## config.mk

```make
export PLATFORM = sky130hd
export DESIGN_NAME = cmos_region_ctrl
export DESIGN_NICKNAME = d
export VERILOG_FILES = /design/src/rtl/cmos_region_ctrl.sv
export SDC_FILE = /design/constraint.sdc
export NUM_CORES = 1
export LEC_CHECK = 0
export ABC_AREA = 1
export CAP_MARGIN = 0
export CORE_MARGIN = 2
export CORE_UTILIZATION = 54
export DETAILED_ROUTE_END_ITERATION = 16
export DONT_BUFFER_PORTS = 1
export GPL_TIMING_DRIVEN = 0
export PLACE_DENSITY = 0.74
export SETUP_SLACK_MARGIN = 0.15
export SLEW_MARGIN = 30
export SYNTH_ARGS = -nofsm -noshare
export SYNTH_HDL_FRONTEND = slang
export SYNTH_SLANG_ARGS = --single-unit
```

## constraint.sdc

```tcl
create_clock -name cam_pclk -period 4.9 [get_ports cam_pclk]
set_clock_uncertainty 0.05 [all_clocks]
set_input_delay 1.225 -clock cam_pclk [delete_from_list [all_inputs] [get_ports cam_pclk]]
set_output_delay 1.225 -clock cam_pclk [all_outputs]
set_load 0.02 [all_outputs]
```

## src/rtl/cmos_region_ctrl.sv

```systemverilog
// Two-port crop-region controller: arbitrates host/tracker requests and commits the region on the next frame sync.
// Build option REGION_CTRL_RR_EN selects round-robin arbitration (default is fixed priority, A over B).
module cmos_region_ctrl #(
  parameter int unsigned MAX_H = 640,
  parameter int unsigned MAX_V = 480,
  parameter int unsigned MIN_W = 16,
  parameter int unsigned MIN_H = 16
) (
  input  logic        cam_pclk,
  input  logic        rst_n,
  input  logic        cam_vsync,
  input  logic        a_req,
  input  logic [10:0] a_left,
  input  logic [10:0] a_right,
  input  logic [10:0] a_top,
  input  logic [10:0] a_bottom,
  output logic        a_ack,
  output logic        a_err,
  input  logic        b_req,
  input  logic [10:0] b_left,
  input  logic [10:0] b_right,
  input  logic [10:0] b_top,
  input  logic [10:0] b_bottom,
  output logic        b_ack,
  output logic        b_err,
  output logic        region_config_en,
  output logic [10:0] region_left,
  output logic [10:0] region_right,
  output logic [10:0] region_top,
  output logic [10:0] region_bottom,
  output logic        busy,
  output logic [7:0]  commit_cnt
);

  localparam int unsigned CW = 11;
  localparam logic [CW-1:0] MAX_H_L = CW'(MAX_H);
  localparam logic [CW-1:0] MAX_V_L = CW'(MAX_V);
  localparam logic [CW-1:0] MIN_W_L = CW'(MIN_W);
  localparam logic [CW-1:0] MIN_H_L = CW'(MIN_H);

  typedef enum logic [1:0] {IDLE, PEND, COMMIT} state_t;

  state_t        state;
  logic          vs_d0, vs_d1;
  logic          vs_pos_c;
  logic          a_elig_c, b_elig_c;
  logic          grant_a_c, grant_b_c;
  logic [CW-1:0] sel_left_c, sel_right_c, sel_top_c, sel_bottom_c;
  logic          sel_ok_c;
  logic [CW-1:0] lat_left, lat_right, lat_top, lat_bottom;

  // Differences only matter once ordering holds, so the AND keeps them wrap-free.
  function automatic logic region_ok(input logic [CW-1:0] l, input logic [CW-1:0] r,
                                     input logic [CW-1:0] t, input logic [CW-1:0] b);
    logic ordered;
    ordered   = (l < r) && (t < b);
    region_ok = ordered && (r <= MAX_H_L) && (b <= MAX_V_L) &&
                ((r - l) >= MIN_W_L) && ((b - t) >= MIN_H_L);
  endfunction

  // Frame-sync synchroniser and rising-edge detect
  always_ff @(posedge cam_pclk or negedge rst_n) begin
    if (!rst_n) begin
      vs_d0 <= 1'b0;
      vs_d1 <= 1'b0;
    end else begin
      vs_d0 <= cam_vsync;
      vs_d1 <= vs_d0;
    end
  end

  assign vs_pos_c = vs_d0 & ~vs_d1;

  // A port that is acked this cycle has already been served.
  assign a_elig_c = a_req & ~a_ack;
  assign b_elig_c = b_req & ~b_ack;

`ifdef REGION_CTRL_RR_EN
  logic last_b;

  // B wins a tie only when A was granted last.
  assign grant_b_c = b_elig_c & (~a_elig_c | ~last_b);

  always_ff @(posedge cam_pclk or negedge rst_n) begin
    if (!rst_n) begin
      last_b <= 1'b1;
    end else if (state == IDLE && (grant_a_c || grant_b_c)) begin
      last_b <= grant_b_c;
    end
  end
`else
  assign grant_b_c = b_elig_c & ~a_elig_c;
`endif

  assign grant_a_c = a_elig_c & ~grant_b_c;

  always_comb begin
    sel_left_c   = a_left;
    sel_right_c  = a_right;
    sel_top_c    = a_top;
    sel_bottom_c = a_bottom;
    if (grant_b_c) begin
      sel_left_c   = b_left;
      sel_right_c  = b_right;
      sel_top_c    = b_top;
      sel_bottom_c = b_bottom;
    end
  end

  assign sel_ok_c = region_ok(sel_left_c, sel_right_c, sel_top_c, sel_bottom_c);

  // Control FSM with registered handshake and region outputs
  always_ff @(posedge cam_pclk or negedge rst_n) begin
    if (!rst_n) begin
      state            <= IDLE;
      a_ack            <= 1'b0;
      a_err            <= 1'b0;
      b_ack            <= 1'b0;
      b_err            <= 1'b0;
      region_config_en <= 1'b0;
      region_left      <= '0;
      region_right     <= '0;
      region_top       <= '0;
      region_bottom    <= '0;
      busy             <= 1'b0;
      commit_cnt       <= '0;
      lat_left         <= '0;
      lat_right        <= '0;
      lat_top          <= '0;
      lat_bottom       <= '0;
    end else begin
      a_ack            <= 1'b0;
      a_err            <= 1'b0;
      b_ack            <= 1'b0;
      b_err            <= 1'b0;
      region_config_en <= 1'b0;
      case (state)
        IDLE: begin
          if (grant_a_c || grant_b_c) begin
            a_ack <= grant_a_c;
            b_ack <= grant_b_c;
            a_err <= grant_a_c & ~sel_ok_c;
            b_err <= grant_b_c & ~sel_ok_c;
            if (sel_ok_c) begin
              lat_left   <= sel_left_c;
              lat_right  <= sel_right_c;
              lat_top    <= sel_top_c;
              lat_bottom <= sel_bottom_c;
              busy       <= 1'b1;
              state      <= PEND;
            end
          end
        end
        PEND: begin
          if (vs_pos_c) begin
            region_left      <= lat_left;
            region_right     <= lat_right;
            region_top       <= lat_top;
            region_bottom    <= lat_bottom;
            region_config_en <= 1'b1;
            commit_cnt       <= commit_cnt + 8'd1;
            state            <= COMMIT;
          end
        end
        COMMIT: begin
          busy  <= 1'b0;
          state <= IDLE;
        end
        default: begin
          busy  <= 1'b0;
          state <= IDLE;
        end
      endcase
    end
  end

endmodule
```

==> run metrics, run 1 <==
status=finished, final reports clean; period utilization=between 90% and 100%; Gate power share=25.6%; Tmin final=4.418 ns; Post-layout nets=911; Initial DRC Count=323; I/O pin count=151; number of vias per cell=5.355; initial antenna violation count=0; port bufs=0; largest net degree at the start of global routing=107; Synth cell types=36; Reg2Reg Setup Slack=just under 0.8 ns; P_int=roughly 0.0016 W; CTS sink count=106; WL/cell=16.03 µm; HP Class=flip-flop to flip-flop; CP endpoint=lat_top[4]; critical path required time=5.16 ns; DRC=0; Detail Route Antenna Nets=0; Worst VDD drop=between 200 and 300 µV; gr usage total=a little over a quarter; Power Density=between 400 and 500 nW/µm²; Final Wtd Congestion=0.8927; placed cell areas=6115 µm²; global-route wire length before repair=23.83 mm; area grow syn2layout=6.214%; WS Path Type=primary input to flip-flop; Reg power frac=54.3%; top cell type by total area after synthesis=dfrtp_1; Switch Pwr=~0.00099 W; Synth Instances=785; Cell Area, Synth=5939 µm²; worst-case clock buffer depth=2; Hold Violations, Final=0; grt total ovfl=0; CP max FO=10; share of layout cells above drive strength 1=5.875%; Finish-stage setup viols=0; Hold-fix buffers, CTS=0; Clk pwr share=about a fifth; Rel. slew slack=67.87%; drt pass-1 iters=5; synth top area cells=dfrtp_1 (45%), nand2_1 (22%), nand3_1 (5.9%); syn_nets=900; final wirelength=15.07 mm; Yosys reg bits=106; clock slew at reported path FFs=0.10 ns; # Max-Cap Violations=0; worst r2r dst=lat_top[4]; synthesized area per cell=7.566 µm²; die height=around 110 µm; vias in the first global route=4,837; element type at the critical path start=primary input; worst skew pair latency=roughly 0.37 ns; Worst-Margin Slew=0.4802 ns; Leakage=3.735 nW; worst path arrival time=4.68 ns; fill count=1,019; reg-to-reg startpoint=a_ack; Root Driver=clkbuf_8; Die Area=around 12,000 µm²; Final Max Tran Viols=0; top-area cell type share of the netlist area=44.66%; Seq/Total Area, Yosys=44.66%; n_diodes=0; number of H-tree levels=3; worst-case reg-to-reg path depth=22; CTS Buf Count=9; switch share=37.94%; Rows=38; dpl hpwl=between 10 and 15 mm; CP Capture Type=flip-flop; critical path startpoint=a_req; DR vias=a little over 5,000; standard cell core area=10,790 µm²; fin area=roughly 6300 µm²; CTS tree=built; Die X=108.9 µm; Ys Warns=0; Starting Density=55.03%; RSZ-0062 raised after global routing=no; WHS=0.3500 ns; f_max=0.2264 GHz
==> through the flow <==
| stage | setup WS [ns] | TNS, ns | std cells | util (%) | total power, W |
|---|---|---|---|---|---|
| 2_1_floorplan | 0.5319 | 0 | 785 | - | 0.001903 |
| 3_3_place_gp | -0.2346 | -9.194 | 925 | 56.65 | 0.002063 |
| 3_5_place_dp | -0.3145 | -12.16 | 925 | 56.65 | 0.002099 |
| 4_1_cts | 0.3248 | 0 | 940 | 58.38 | 0.002614 |
| 5_1_grt | 0.1997 | 0 | 940 | 58.45 | 0.002793 |
| 6_report | 0.4822 | 0 | 940 | 58.45 | 0.002608 |
==> layout by cell type (no fill, tap or decap), types with 6 or more instances in the layout <==
cell	n
a21oi_1	13
buf_2	8
clkbuf_1	15
clkbuf_8	10
dfrtp_1	106
ha_1	20
inv_1	70
mux2i_1	13
nand2_1	344
nand3_1	70
nand3b_1	18
nand4_1	6
nor2_1	32
o21ai_0	11
xor2_1	9
==> final cells by class <==
cell class	count	area (µm²)	share of cell area (%)
Buffer	32	180.2	2.856
Clock buffer	12	145.1	2.301
Clock inverter	3	40.04	0.6347
Inverter	75	281.5	4.463
Multi-Input combinational cell	572	2834	44.92
Sequential cell	106	2653	42.05
Tap cell	140	175.2	2.777
==> sequential cells by signal, summed over array words and instances (netlist names), 8 cells and up <==
signal,count
lat_bottom,11
lat_left,11
lat_right,11
lat_top,11
region_bottom,11
region_left,11
region_right,11
region_top,11
commit_cnt,8
==> how the worst min path moves through the flow <==
stage | startpoint | to | slack (ns) | cells past startpoint
6_report | vs_d0 | vs_d1 | 0.35 | 0
3_5_place_dp | vs_d0 | vs_d1 | 0.32 | 0
5_1_grt | vs_d0 | vs_d1 | 0.37 | 0
4_1_cts | vs_d0 | vs_d1 | 0.35 | 0
2_1_floorplan | vs_d0 | vs_d1 | 0.30 | 0
3_3_place_gp | vs_d0 | vs_d1 | 0.32 | 0
==> critical path, cell delays in order <==
cell and delay [ns]:
nand2_2 0.10, nand2_2 0.13, buf_6 0.14, buf_2 0.26, clkbuf_4 0.32, mux2i_1 0.31, ha_1 0.33, a21oi_1 0.18
a21boi_0 0.22, nand2_1 0.11, a21boi_1 0.24, xor2_1 0.17, nand4_1 0.10, nor2_1 0.10, nor2_1 0.06, nand2_1 0.12
inv_2 0.09, nand2_4 0.14, buf_4 0.20, nand2_1 0.07, nand2_1 0.06
==> synthesized netlist by cell type <==
cell / count
nand4_1: 6
nor2_2: 1
nor2_4: 1
nand3_1: 70
o21a_1: 2
o21ai_1: 2
xor2_1: 9
nand2_4: 1
nand3b_1: 18
a21boi_0: 2
a21boi_1: 1
inv_2: 5
a21o_1: 3
a21oi_1: 13
a31oi_1: 1
nand2_2: 2
mux2_4: 1
o211ai_1: 1
nor3_1: 3
mux2_2: 4
buf_2: 8
o21bai_1: 3
o21ai_0: 11
nand2_1: 344
buf_4: 2
ha_1: 20
xnor2_1: 4
a31o_2: 1
buf_1: 4
dfrtp_1: 106
inv_1: 70
nor2_1: 32
clkbuf_1: 13
mux2i_1: 14
fa_1: 2
buf_6: 5
==> routing by layer <==
layer / wire length (µm) / GRT usage [%]
met5: 0 / 0
met4: 305 / 9.249
met3: 1047 / 5.738
met2: 6922 / 40.91
met1: 6791 / 36.56
==> kinds of logic after synthesis <==
group	after synthesis	synth area share (%)
compound gates	40	3.960
xor+xnor	13	1.917
fa+ha+maj	22	4.887
buf+inv	107	7.689
flops	106	44.66
mux	19	3.370
simple gates	478	33.52
==> power by group through the flow <==
stage	logic [W]	registers (W)	clock network (W)
2_1_floorplan	0.000526	0.00138	0
3_3_place_gp	0.000641	0.00142	0
3_5_place_dp	0.000667	0.00143	0
4_1_cts	0.000670	0.00142	0.000528
5_1_grt	0.000779	0.00145	0.000567
6_report	0.000668	0.00142	0.000523
==> repair_timing <==
action | 4_1_cts | 5_1_grt
setup buffers | 0 | 0
setup endpoints to repair | 41 | 46
gates resized for setup | 1 | 4
(Power assumes the default switching activity.)
==> run 2: changes to the inputs <==
==> constraint.sdc (replaced) <==
create_clock -name cam_pclk -period 4.9 [get_ports cam_pclk]
set_clock_uncertainty 0.05 [all_clocks]
set_input_delay 0.735 -clock cam_pclk [delete_from_list [all_inputs] [get_ports cam_pclk]]
set_output_delay 0.735 -clock cam_pclk [all_outputs]
set_load 0.02 [all_outputs]
==> run 2 against run 1 <==
Wire length rose by 0.74%. Clock power barely moved. Setup slack improved by 0.065 ns. Final cell count rose by 0.11%. Critical path type is now flip-flop to flip-flop. Critical endpoint unchanged.
==> run metrics, run 2 (synthesis results as in run 1) <==
I/O pin count=151; Rel. slew slack=60.31%; Final Core Density=58.64%; DR vias=5,059; Die X=108.9 µm; Finished Layout Cells=941; Tmin final=4.353 ns; CTS tree=built; initial antenna violation count=0; dpl hpwl=approximately 12 mm; WL/cell=16.13 µm; worst r2r dst=lat_top[4]; area grow syn2layout=6.552%; Final Wtd Congestion=between 0.8 and 0.9; global-route wire length before repair=23.93 mm; f_max=between 0.2 and 0.25 GHz; Post-layout nets=912; standard cell core area=10,790 µm²; largest net degree at the start of global routing=107; CP Capture Type=flip-flop; Die Area=11,850 µm²; vias in the first global route=slightly below 5,000; fin area=~6300 µm²; Post-CTS Setup Inserts=0; drt pass-1 iters=5; Gate power share=26.2%; HP Class=primary input to async pin; RSZ-0062 raised after global routing=no; Worst VDD drop=257.7 µV; FF/Latch Area=roughly 2700 µm²; worst-case reg-to-reg path depth=22; worst path buffer plus inverter count=7; final wirelength=roughly 15 mm; number of H-tree levels=3; number of vias per cell=between 5 and 6; Clk pwr share=19.9%; placed cell areas=6115 µm²; most frequent cells in the layout=nand2_1 (344), dfrtp_1 (106), inv_1 (70), nand3_1 (70), nor2_1 (32); # Max-Cap Violations=0; switch share=38.39%; clock slew at reported path FFs=0.09 ns; reg-to-reg startpoint=a_ack; port bufs=0; DRC=0; CP max FO=10; Reg2Reg Setup Slack=0.55 ns; TNS Setup=0 ns; critical path cell sequence=inv_1 -> nand2_2 -> nand2_2 -> buf_6 -> buf_2 -> buf_1 -> mux2i_1 -> ha_1 -> a21o_1 -> nor2_1 -> inv_1 -> a31oi_1 -> xor2_1 -> nand3_1 -> nor2_1 -> nor2_1 -> nand2_1 -> inv_2 -> nand2_4 -> buf_4 -> nand2_1 -> nand2_1; Root Driver=clkbuf_8; share of layout cells above drive strength 1=5.743%; period utilization=around 89%; element type at the critical path start=flip-flop; status=finished, final reports clean; fill count=around 1,000; worst-case clock buffer depth=2; Starting Density=between 50% and 60%; Initial DRC Count=about 370; grt total ovfl=0; worst skew pair latency=0.37 ns; critical path's largest stage delay=0.50 ns; Reg power frac=53.9%; Finish-stage setup viols=0; commonest non-fill, non-tap cell in the layout=nand2_1; Power Density=415.3 nW/µm²; Detail Route Antenna Nets=0; Worst-Margin Slew=0.5953 ns; crit-path leading delay family=buffers and inverters; Hold Violations, Final=0; gr usage total=between 20% and 30%; Leakage=3.748 nW; critical path required time=5.16 ns; Switch Pwr=0.001009 W; CTS sink count=about 110; Final Max Tran Viols=0; P_int=0.001619 W; Crit-path slowest cell=buf_1; CTS Buf Count=9; Inst Count DP=slightly above 900; n_diodes=0; WS Path Type=flip-flop to flip-flop; worst path arrival time=roughly 4.6 ns; Rows=38; Multi-input gate area=2830 µm²; die height=108.9 µm
[run 2: changes by cell type in the layout (fill, tap and decap cells not counted), sizes merged]
cell | previous run | this run
buf | 17 | 19
clkbuf | 27 | 26
[run 2: routing by layer]
layer	up-vias	global-route usage (%)	part of all wire (%)
met3	20	5.738	6.4
met2	173	41.48	46
met4	0	9.249	1.8
met5	-	0	0
met1	2386	36.48	45
li1	2480	-	-
[run 2: through the flow]
stage          hold slack (ns)  total power (W)  setup WS (ns)
6_report                0.2517         0.002628         0.5469
3_3_place_gp            0.3152         0.002063         0.2554
5_1_grt                 0.2705         0.002814         0.2111
2_1_floorplan           0.3037         0.001903          1.022
4_1_cts                 0.2598         0.002633         0.3394
3_5_place_dp            0.3169         0.002099         0.1755
[run 2: power by group through the flow]
stage | logic (W) | registers [W] | clock network (W)
after floorplan | 0.000526 | 0.00138 | 0
after global placement | 0.000641 | 0.00142 | 0
after detailed placement | 0.000667 | 0.00143 | 0
after CTS | 0.000689 | 0.00142 | 0.000528
after global routing | 0.000801 | 0.00145 | 0.000566
final | 0.000688 | 0.00142 | 0.000524
[run 2: layout make-up]
| type | instances | share of cell area (%) |
|---|---|---|
| multi-input cells | 572 | 44.72 |
| flip-flops and latches | 106 | 41.91 |
| inverters | 75 | 4.448 |
| plain buffers | 32 | 2.788 |
| well taps | 140 | 2.768 |
| clock buffers | 12 | 2.293 |
| clock inverters | 3 | 0.6327 |
| repair buffers | 1 | 0.4350 |
[run 2: timing repair]
item                                    in CTS  in global routing
hold buffers                                 1                  0
endpoints found under the hold margin      106                  0
endpoints found under the setup margin       0                 46
resized for setup                            0                  1
[run 2: how the worst max path moves through the flow]
stage / from / to / cells after the start / slack [ns]
after floorplan: b_req / lat_top[2] / 22 / 1.02
after global placement: b_req / lat_top[1] / 23 / 0.26
after detailed placement: a_req / lat_top[4] / 21 / 0.18
after CTS: a_ack / lat_top[4] / 22 / 0.34
after global routing: a_ack / lat_top[4] / 22 / 0.21
final: a_ack / lat_top[4] / 22 / 0.55
